[config.mk]
export PLATFORM = sky130hd
export DESIGN_NAME = draw_rect_ctl
export DESIGN_NICKNAME = d
export VERILOG_FILES = /design/src/rtl/draw_rect_ctl.sv
export SDC_FILE = /design/constraint.sdc
export NUM_CORES = 1
export LEC_CHECK = 0
export BUFFER_PORTS_ARGS = -buffer_cell sky130_fd_sc_hd__buf_4
export CORE_MARGIN = 2
export CORE_UTILIZATION = 55
export DETAILED_ROUTE_END_ITERATION = 10
export PLACE_DENSITY_LB_ADDON = 0.08
export SLEW_MARGIN = 30
export SYNTH_ARGS = -nofsm -noshare
export SYNTH_HDL_FRONTEND = slang
export SYNTH_SLANG_ARGS = --single-unit
[constraint.sdc]
create_clock -name clk -period 14.4 [get_ports clk]
set_input_delay 1.44 -clock clk [delete_from_list [all_inputs] [get_ports clk]]
set_output_delay 1.44 -clock clk [all_outputs]
set_load 0.03 [all_outputs]
[src/rtl/draw_rect_ctl.sv]
// Rectangle position controller: the rectangle tracks the mouse, and a left
// click drops it under gravity. It bounces off the floor until it comes to rest.
module draw_rect_ctl #(
  parameter int SCREEN_HEIGHT = 600,
  parameter int RECT_HEIGHT   = 64,
  parameter int GRAVITY       = 1,
  parameter int DAMP_SHIFT    = 1,
  parameter int VEL_MAX       = 255
) (
  input  logic        clk,
  input  logic        rst,
  input  logic        mouse_left,
  input  logic [11:0] mouse_xpos,
  input  logic [11:0] mouse_ypos,
  input  logic        vblnk,
  output logic [11:0] xpos,
  output logic [11:0] ypos,
  output logic        busy
);

  localparam logic [12:0] FLOOR = 13'(SCREEN_HEIGHT - RECT_HEIGHT);
  localparam logic [12:0] GRAV  = 13'(GRAVITY);
  localparam logic [12:0] VMAX  = 13'(VEL_MAX);

  typedef enum logic [1:0] {FOLLOW, FALL, RISE, STOP} state_t;

  state_t      state, state_nxt;
  logic [11:0] vel, vel_nxt, xpos_nxt, ypos_nxt;
  logic        mouse_left_d, vblnk_d;
  logic        press, tick;

  logic [12:0] v_sum, y_sum;
  logic [11:0] v_sat, bounce;

  assign press = mouse_left & ~mouse_left_d;
  assign tick  = vblnk & ~vblnk_d;

  // The falling-step arithmetic is done at 13 bits, so it cannot wrap before the clamp.
  assign v_sum  = {1'b0, vel} + GRAV;
  assign v_sat  = (v_sum > VMAX) ? VMAX[11:0] : v_sum[11:0];
  assign y_sum  = {1'b0, ypos} + {1'b0, v_sat};
  assign bounce = v_sat >> DAMP_SHIFT;

  always_ff @(posedge clk) begin
    if (rst) begin
      state        <= FOLLOW;
      xpos         <= '0;
      ypos         <= '0;
      vel          <= '0;
      busy         <= 1'b0;
      mouse_left_d <= 1'b0;
      vblnk_d      <= 1'b0;
    end else begin
      state        <= state_nxt;
      xpos         <= xpos_nxt;
      ypos         <= ypos_nxt;
      vel          <= vel_nxt;
      busy         <= (state_nxt == FALL) || (state_nxt == RISE);
      mouse_left_d <= mouse_left;
      vblnk_d      <= vblnk;
    end
  end

  always_comb begin
    state_nxt = state;
    xpos_nxt  = xpos;
    ypos_nxt  = ypos;
    vel_nxt   = vel;
    case (state)
      FOLLOW: begin
        if (press) begin
          vel_nxt   = '0;
          state_nxt = FALL;
        end else begin
          xpos_nxt = mouse_xpos;
          ypos_nxt = mouse_ypos;
        end
      end
      FALL: begin
        if (tick) begin
          if (y_sum >= FLOOR) begin
            ypos_nxt = FLOOR[11:0];
            if (bounce == '0) begin
              vel_nxt   = '0;
              state_nxt = STOP;
            end else begin
              vel_nxt   = bounce;
              state_nxt = RISE;
            end
          end else begin
            ypos_nxt = y_sum[11:0];
            vel_nxt  = v_sat;
          end
        end
      end
      RISE: begin
        if (tick) begin
          ypos_nxt = (ypos >= vel) ? ypos - vel : '0;
          if (({1'b0, vel} <= GRAV) || (ypos <= vel)) begin
            vel_nxt   = '0;
            state_nxt = FALL;
          end else begin
            vel_nxt = vel - GRAV[11:0];
          end
        end
      end
      STOP: begin
        if (press) state_nxt = FOLLOW;
      end
      default: state_nxt = FOLLOW;
    endcase
  end

endmodule

==> qor.yml, run 1 <==
global_route:
  grtUsageTotal_pct: 30.8
  antenna_found_initial: 0
  grt_pass1_wl_um: 18100
  grt_pass1_vias: 3676
  grt_max_degree: 44
  grt-ovfl-total: 0
finish:
  final_cells: 619
  drive_gt1_share_pct: 15.3
  antenna_cells: 0
  finalInstanceArea_um2: 4270
  final_cell_mix: "59 x nand2_1, 53 x nor2_1, 53 x buf_4"
  utilization_pct: 66.1
  fill_cells: 589
  layout_commonest_cell: "nand2_1"
  nets: 606
  area_growth_syn_to_layout_pct: 14.8
clock_network:
  post-cts-setup-buffers: 0
  ctsResizeCount: 0
  cts_buffer_depth: 2
  cts_hold_buf: 0
  path_clk_slew_ns: 0.09
  cts_tree: "yes"
  cts_buffers: 5
  htreeDepth: 2
  clock-root-buffer: "clkbuf_8"
  clock_latency_ns: 0.32
  clock-sinks: 41
worst_hold_path:
  min_from: "xpos[0]"
  hold_end: "xpos[0]"
  min_path_cells: 2
  holdCritPathClass: "flip-flop to flip-flop"
drt:
  ant_nets: 0
  avgRoutedWirePerCell_um: 18.1
  drt_iter0_drc: 358
  vias: 3953
  vias_per_cell: 6.39
  firstDrtPassIters: 5
  wl_um: 11200
  post-route-drc-count: 0
placed_design:
  portBuffers: 52
  dp_cells: 611
  placed_cell_area_um2: 4130
  place.gp.congestion: 1.02
  dp_hpwl_um: 8340
sta:
  slew_headroom_pct: 48.2
  hold_viol_final: 0
  maxClockFrequency_mhz: 195
  clock_skew_ns: 0.0133
  post-route-min-period_ns: 5.13
  setup_viol: 0
  min_period_over_period_pct: 35.6
  rsz0062_at_grt: "no"
  worst_pin_slew_ns: 0.778
  fin_hold_ws_ns: 0.458
  setup_tns_ns: 0
  slew_viol_final: 0
setup_path:
  path_class: "flip-flop to flip-flop"
  worstPathArrival_ns: 5.33
  reg2reg_slack_ns: 9.27
  r2r-start: "vel[0]"
  path_max_fanout: 14
  start_kind: "flip-flop"
  worstReg2RegEnd: "ypos[0]"
  endpoint_kind: "flip-flop"
  reg2regPathDepth: 18
  critPathRequiredTime_ns: 14.59
synthesis:
  yosysSeqAreaShare_pct: 22.1
  ys_types: 74
  synthCells: 499
  postSynthAreaPerCell_um2: 7.45
  yosys.area.top_type: "dfxtp_1"
  synthTopCellsByArea: "dfxtp_1 22%, ha_1 12%, nand2_1 6.0%"
  postSynthRegisterBits: 41
  yosysWarnings: 0
  yosysTopAreaCellShare_pct: 22.1
  async_flop_share_pct: 0
  synth_ff_type: "dfxtp_1"
  synth_area_um2: 3720
  synth_edf_count: 0
power:
  irDropWorstVdd_mv: 0.0769
  pwr_density_cell_nw_per_um2: 119
  power_leakage_nw: 1.86
flow_run:
  max_cap_viol_count: 0
floorplan:
  die_h_um: 86.2
  core_um2: 6460
  io_pins: 53
  die_w_um: 86.2
  dieArea_um2: 7430
  start_util_pct: 57.5
  fp-row-count: 29
outcome:
  status: "completed"
## per-stage QoR
| step | power, mW | setup WS, ns |
|---|---|---|
| detailed placement | 0.384 | 9.41 |
| floorplan | 0.317 | 9.82 |
| CTS | 0.503 | 9.33 |
| finish | 0.508 | 9.27 |
| global placement | 0.381 | 9.55 |
| global route | 0.536 | 8.89 |
## Yosys cell counts, types with 5 or more instances
| library cell | number |
|---|---|
| nor3_1 | 23 |
| o31ai_1 | 5 |
| or2_2 | 6 |
| ha_1 | 35 |
| inv_1 | 25 |
| clkbuf_1 | 14 |
| o21ai_0 | 26 |
| a21oi_1 | 43 |
| dfxtp_1 | 41 |
| nor2b_1 | 9 |
| nand2_1 | 59 |
| nand3_1 | 10 |
| a31oi_1 | 10 |
| xor2_1 | 7 |
| a221oi_1 | 8 |
| nor2_1 | 53 |
| xnor2_1 | 17 |
| nor4_1 | 10 |
## final cells by class
class | count | area [um2] | area share, %
clock buffer | 5 | 68.8 | 1.61
clock inverter | 3 | 68.8 | 1.61
inverter | 26 | 97.6 | 2.29
multi-input combinational | 414 | 2720 | 63.7
sequential | 41 | 821 | 19.2
tap | 77 | 96.3 | 2.26
timing repair buffer | 53 | 398 | 9.32
## logic make-up after synthesis
kind of cell | share of synthesized area (%)
compound gates | 25.1
flops | 22.1
other cells | 0.101
mux | 1.55
fa+ha+maj | 12.9
buf+inv | 5.08
simple gates | 27.6
xor+xnor | 5.66
## registers in the layout (all words and copies together) (netlist names)
signal	flops
busy	1
mouse_left_d	1
state	2
vblnk_d	1
vel	12
xpos	12
ypos	12
## routing by layer
layer,part of all wire [%],track usage [%],up-vias
li1,-,-,1889
met1,46,43.5,1853
met2,44,46.2,174
met3,7.4,6.86,37
met4,3.2,11.2,0
met5,0,0,-
## critical path, stage by stage (launching register included)
cell       delay, ns
dfxtp_1         0.52
ha_1            0.27
and4_1          0.31
and4_1          0.22
o2111a_1        0.19
o21ai_1         0.15
a41o_1          0.29
or2_2           0.28
ha_1            0.22
fa_1            0.41
a21o_1          0.23
a221oi_4        0.33
nor2b_1         0.09
nor4b_1         0.28
o211a_1         0.29
o21ai_4         0.18
nor2_4          0.29
a221oi_1        0.12
a2111oi_0       0.34
## power breakdown
group	internal [mW]	switching, mW	total, mW
Sequential	0.126	0.0149	0.141
Combinational	0.0948	0.153	0.248
Clock	0.0699	0.0487	0.119
Total	0.291	0.217	0.508
## how the worst max path moves through the flow
stage           start  slack, ns  cells past startpoint      end
6_report       vel[0]       9.27                     18  ypos[0]
5_1_grt        vel[0]       8.89                     18  ypos[0]
4_1_cts        vel[0]       9.33                     18  ypos[0]
3_5_place_dp   vel[0]       9.41                     18   vel[6]
3_3_place_gp   vel[0]       9.55                     18   vel[6]
2_1_floorplan  vel[0]       9.82                     19   vel[3]
Power figures use the tool's default switching activity.
==> inputs of run 2 (changes only) <==
--- a/config.mk
+++ b/config.mk
@@ -7,7 +7,7 @@
 export LEC_CHECK = 0
 export BUFFER_PORTS_ARGS = -buffer_cell sky130_fd_sc_hd__buf_4
 export CORE_MARGIN = 2
-export CORE_UTILIZATION = 55
+export CORE_UTILIZATION = 53
 export DETAILED_ROUTE_END_ITERATION = 10
 export PLACE_DENSITY_LB_ADDON = 0.08
 export SLEW_MARGIN = 30
==> constraint.sdc (replaced) <==
create_clock -name clk -period 4.7 [get_ports clk]
set_input_delay 0.47 -clock clk [delete_from_list [all_inputs] [get_ports clk]]
set_output_delay 0.47 -clock clk [all_outputs]
set_load 0.03 [all_outputs]
==> run 2 against run 1 <==
Count of clock-buffer cells in the layout unchanged; clock power increased to 2.6 times the previous value; maximum frequency increased by 13%; wire length increased by 7.0%; largest cell class unchanged; largest power group unchanged.
==> qor.yml, run 2 (same netlist as run 1, synthesis figures left out) <==
drt:
  vias_per_cell: 6.18
  wl_um: 12000
  wl_met1_um: 5360
  highest_layer: "met4"
  routed-wl-met3_um: 807
  dr_wl_met2_um: 5500
  firstDrtPassIters: 5
  avgRoutedWirePerCell_um: 18.2
  drt_iter0_drc: 456
  post-route-drc-count: 0
  vias: 4064
  ant_nets: 0
clock_network:
  cts_buffers: 5
  cts_buffer_depth: 2
  clock-root-buffer: "clkbuf_8"
  htreeDepth: 2
  cts_hold_buf: 0
  clock_latency_ns: 0.32
  clock-sinks: 41
  path_clk_slew_ns: 0.10
  cts_tree: "yes"
placed_design:
  place.gp.congestion: 0.937
  dp_hpwl_um: 8650
  place_ws_ns: 0.0141
  dp_cells: 640
  placed_cell_area_um2: 4230
  portBuffers: 52
sta:
  clock_skew_ns: 0.0191
  setup_viol: 0
  setup_slack_ns: 0.173
  setup_tns_ns: 0
  worst_pin_slew_ns: 0.727
  slew_headroom_pct: 51.2
  min_period_over_period_pct: 96.3
  maxClockFrequency_mhz: 221
  hold_viol_final: 0
  slew_viol_final: 0
  post-route-min-period_ns: 4.53
power:
  power_mw: 1.55
  power_leakage_nw: 1.99
  irDropWorstVdd_mv: 0.221
  pwr_density_cell_nw_per_um2: 338
global_route:
  grt_pass1_wl_um: 18100
  grt_max_degree: 44
  grtUsageTotal_pct: 30.3
  grt-ovfl-total: 0
  antenna_found_initial: 0
  grt_pass1_vias: 3486
flow_run:
  max_cap_viol_count: 0
finish:
  finalInstanceArea_um2: 4600
  antenna_cells: 0
  fill_cells: 580
  layout_commonest_cell: "buf_4"
  reg.largest.list: "vel x12, xpos x12, ypos x12"
  area_growth_syn_to_layout_pct: 23.9
  multi_input_area_um2: 2880
  final_cell_mix: "67 x buf_4, 59 x nand2_1, 53 x nor2_1"
  seqCellArea_um2: 828
  nets: 626
  drive_gt1_share_pct: 22.8
  final_cells: 658
setup_path:
  path_max_fanout: 4
  worstReg2RegEnd: "busy"
  reg2regPathDepth: 19
  worstPathArrival_ns: 4.72
  critPathRequiredTime_ns: 4.90
  reg2reg_slack_ns: 0.17
  endpoint_kind: "flip-flop"
  r2r-start: "vel[0]"
  path_class: "flip-flop to flip-flop"
  start_kind: "flip-flop"
worst_hold_path:
  hold_end: "mouse_left_d"
  min_path_cells: 2
  min_from: "mouse_left"
  holdCritPathClass: "input port to flip-flop"
outcome:
  status: "completed"
floorplan:
  io_pins: 53
  fp-row-count: 30
  die_w_um: 87.7
  dieArea_um2: 7700
  start_util_pct: 54.7
  core_um2: 6790
  die_h_um: 87.7
## run 2: cell count changes in the layout (fill, tap and decap cells not counted), sizes merged
cell,before,now
buf,53,72
clkinvlp,0,1
inv,27,26
bufinv,2,1
clkinv,0,1
o21ai,28,29
## run 2: worst max-delay path: stages (launching register included)
cell	delay [ns]
dfxtp_2	0.37
buf_6	0.12
nand3_2	0.09
nor4_4	0.36
o2111a_1	0.25
o21ai_2	0.08
a41o_1	0.25
or2_4	0.24
ha_4	0.17
fa_2	0.34
a21o_1	0.24
a221oi_4	0.36
nor2b_2	0.08
nor4b_2	0.25
o211a_1	0.31
buf_6	0.14
nor2_1	0.06
nor3_2	0.30
o41ai_2	0.11
a311o_1	0.28
## run 2: worst max path at each step
stage	end	from	depth (start not counted)
2_1_floorplan	vel[3]	vel[0]	19
3_3_place_gp	busy	vel[4]	17
3_5_place_dp	busy	vel[0]	18
4_1_cts	vel[1]	vel[0]	19
5_1_grt	busy	vel[1]	19
6_report	busy	vel[0]	19
## run 2: layout make-up
| class | instances | share of cell area, % |
|---|---|---|
| tap | 96 | 2.61 |
| timing repair buffer | 72 | 12.3 |
| clock inverter | 3 | 1.01 |
| clock buffer | 5 | 1.49 |
| inverter | 26 | 2.12 |
| sequential | 41 | 18.0 |
| multi-input combinational | 415 | 62.4 |
## run 2: where the power goes
part	leakage [nW]	internal (mW)	switching (mW)
registers	0.340	0.386	0.0487
logic	1.60	0.314	0.494
clock network	0.0543	0.159	0.152
## run 2: per-layer routing
| layer | up-vias | global-route usage [%] |
|---|---|---|
| met5 | - | 0 |
| met4 | 0 | 8.81 |
| met3 | 29 | 4.05 |
| met2 | 205 | 47.5 |
| met1 | 1903 | 43.5 |
| li1 | 1927 | - |
## run 2: timing repair
item	in CTS	in global routing
pin swaps	2	13
gates cloned	0	1
endpoints found under the setup margin	2	19
setup buffers	2	7
gates resized for setup	0	39
## run 2: metrics by stage
| stage | util (%) | hold slack, ns |
|---|---|---|
| after detailed placement | 62.2 | 0.449 |
| after floorplan | - | 0.514 |
| after global placement | 62.2 | 0.442 |
| after global routing | 67.8 | 0.395 |
| final | 67.8 | 0.386 |
| after CTS | 64.2 | 0.387 |
==> inputs of run 3 (changes only) <==
--- a/config.mk
+++ b/config.mk
@@ -7,9 +7,9 @@
 export LEC_CHECK = 0
 export BUFFER_PORTS_ARGS = -buffer_cell sky130_fd_sc_hd__buf_4
 export CORE_MARGIN = 2
-export CORE_UTILIZATION = 53
+export CORE_UTILIZATION = 55
 export DETAILED_ROUTE_END_ITERATION = 10
-export PLACE_DENSITY_LB_ADDON = 0.08
+export PLACE_DENSITY_LB_ADDON = 0.15
 export SLEW_MARGIN = 30
 export SYNTH_ARGS = -nofsm -noshare
 export SYNTH_HDL_FRONTEND = slang
==> constraint.sdc (replaced) <==
create_clock -name clk -period 4.85 [get_ports clk]
set_input_delay 0.485 -clock clk [delete_from_list [all_inputs] [get_ports clk]]
set_output_delay 0.485 -clock clk [all_outputs]
set_load 0.03 [all_outputs]
==> run 3 against run 2 <==
Combinational power down 4.6%; clock power decreased by 5%; largest cell class unchanged; clock skew fell by 0.016 ns; power shrank 4.5%; die area fell by 3.5%; wire length fell by 5.0%.
==> qor.yml, run 3 (same netlist as run 1, synthesis figures left out) <==
global_route:
  grt_max_degree: 44
  grt_pass1_wl_um: 17100
  grt-ovfl-total: 0
  grtUsageTotal_pct: 29.0
  grt_pass1_vias: 3489
  antenna_found_initial: 0
clock_network:
  cts_hold_buf: 0
  clock-sinks: 41
  cts_tree: "yes"
  cts_buffer_depth: 2
  clock_latency_ns: 0.31
  htreeDepth: 2
  cts_buffers: 5
  clock-root-buffer: "clkbuf_8"
  path_clk_slew_ns: 0.09
drt:
  ant_nets: 0
  vias: 3980
  drt_iter0_drc: 548
  wl_um: 11400
  firstDrtPassIters: 5
  post-route-drc-count: 0
  vias_per_cell: 6.29
  avgRoutedWirePerCell_um: 18.0
power:
  power_leakage_nw: 1.92
  pwr_density_cell_nw_per_um2: 337
  irDropWorstVdd_mv: 0.192
  power_mw: 1.48
floorplan:
  dieArea_um2: 7430
  core_um2: 6460
  die_w_um: 86.2
  die_h_um: 86.2
  fp-row-count: 29
  io_pins: 53
  start_util_pct: 57.5
sta:
  slew_viol_final: 0
  min_period_over_period_pct: 97.1
  setup_viol: 0
  fin_hold_ws_ns: 0.406
  worst_pin_slew_ns: 0.696
  slew_headroom_pct: 53.2
  maxClockFrequency_mhz: 212
  setup_slack_ns: 0.141
  post-route-min-period_ns: 4.71
  clock_skew_ns: 0.00346
  hold_viol_final: 0
finish:
  antenna_cells: 0
  layout_commonest_cell: "buf_4"
  utilization_pct: 68.2
  finalInstanceArea_um2: 4400
  fill_cells: 572
  area_growth_syn_to_layout_pct: 18.5
  reg.largest.list: "vel x12, xpos x12, ypos x12"
  drive_gt1_share_pct: 19.8
  final_cell_mix: "65 x buf_4, 59 x nand2_1, 53 x nor2_1"
  nets: 620
setup_path:
  reg2regPathDepth: 17
  setup.worst_path.end: "ypos[0]"
  worstPathArrival_ns: 4.90
  start_kind: "flip-flop"
  worstReg2RegEnd: "ypos[0]"
  cp-startpoint: "vel[3]"
  critPathRequiredTime_ns: 5.04
  reg2reg_slack_ns: 0.14
  path_max_fanout: 8
  endpoint_kind: "flip-flop"
  path_class: "flip-flop to flip-flop"
  r2r-start: "vel[3]"
placed_design:
  place_ws_ns: -0.000753
  dp_hpwl_um: 8300
  placed_cell_area_um2: 4170
  place.gp.congestion: 0.983
  portBuffers: 52
outcome:
  status: "completed"
worst_hold_path:
  holdCritPathClass: "input port to flip-flop"
  min_path_cells: 2
flow_run:
  max_cap_viol_count: 0
-- run 3: changes by cell type in the layout (fill, tap and decap cells not counted), sizes merged --
cell,change
buf,-6
-- run 3: metal layers --
layer | track usage (%) | wire, um | vias to the layer above
met5 | 0 | 0 | -
li1 | - | - | 1922
met1 | 41.6 | 4960 | 1825
met2 | 44.3 | 5050 | 203
met3 | 4.67 | 1040 | 30
met4 | 9.80 | 348 | 0
-- run 3: how the worst min path moves through the flow --
stage,from,endpoint
3_5_place_dp,xpos[9],xpos[9]
5_1_grt,mouse_xpos[7],xpos[7]
6_report,mouse_left,mouse_left_d
4_1_cts,mouse_left,mouse_left_d
3_3_place_gp,xpos[7],xpos[7]
2_1_floorplan,vel[1],vel[1]
-- run 3: worst max-delay path: stages, from the launching register on --
cell and delay [ns]:
dfxtp_1 0.49, nand2_1 0.13, nor4_2 0.38, o2111a_1 0.27, o21ai_2 0.10, a41o_1 0.27, or2_2 0.28, ha_2 0.20
fa_2 0.36, a21o_1 0.23, a221oi_4 0.36, nor2b_1 0.09, nor4b_1 0.25, o211a_2 0.27, o21ai_4 0.13, nor2_4 0.27
a221oi_1 0.11, a2111oi_1 0.40
-- run 3: repair_timing --
item                                    CTS  global route
gates cloned                              0             1
resized for setup                         2            15
pin swaps                                 0             8
buffers inserted                          0             8
endpoints found under the setup margin    1            19
-- run 3: through the flow --
stage,instances,setup TNS (ns)
5_1_grt,633,-0.0606
6_report,633,0
3_5_place_dp,616,-0.000753
3_3_place_gp,616,0
4_1_cts,624,0
2_1_floorplan,502,0
-- run 3: final cells by class --
cell class                 instances  area (um2)  share of cell area (%)
clock buffer                       5        68.8                    1.56
tap                               77        96.3                    2.19
clock inverter                     3        46.3                    1.05
inverter                          26        97.6                    2.22
multi-input combinational        415        2770                    62.9
sequential                        41         825                    18.7
timing repair buffer              66         499                    11.3
-- run 3: where the power goes --
group,switching (mW),internal [mW]
combinational,0.467,0.304
clock,0.140,0.154
sequential,0.0443,0.374
total,0.651,0.833
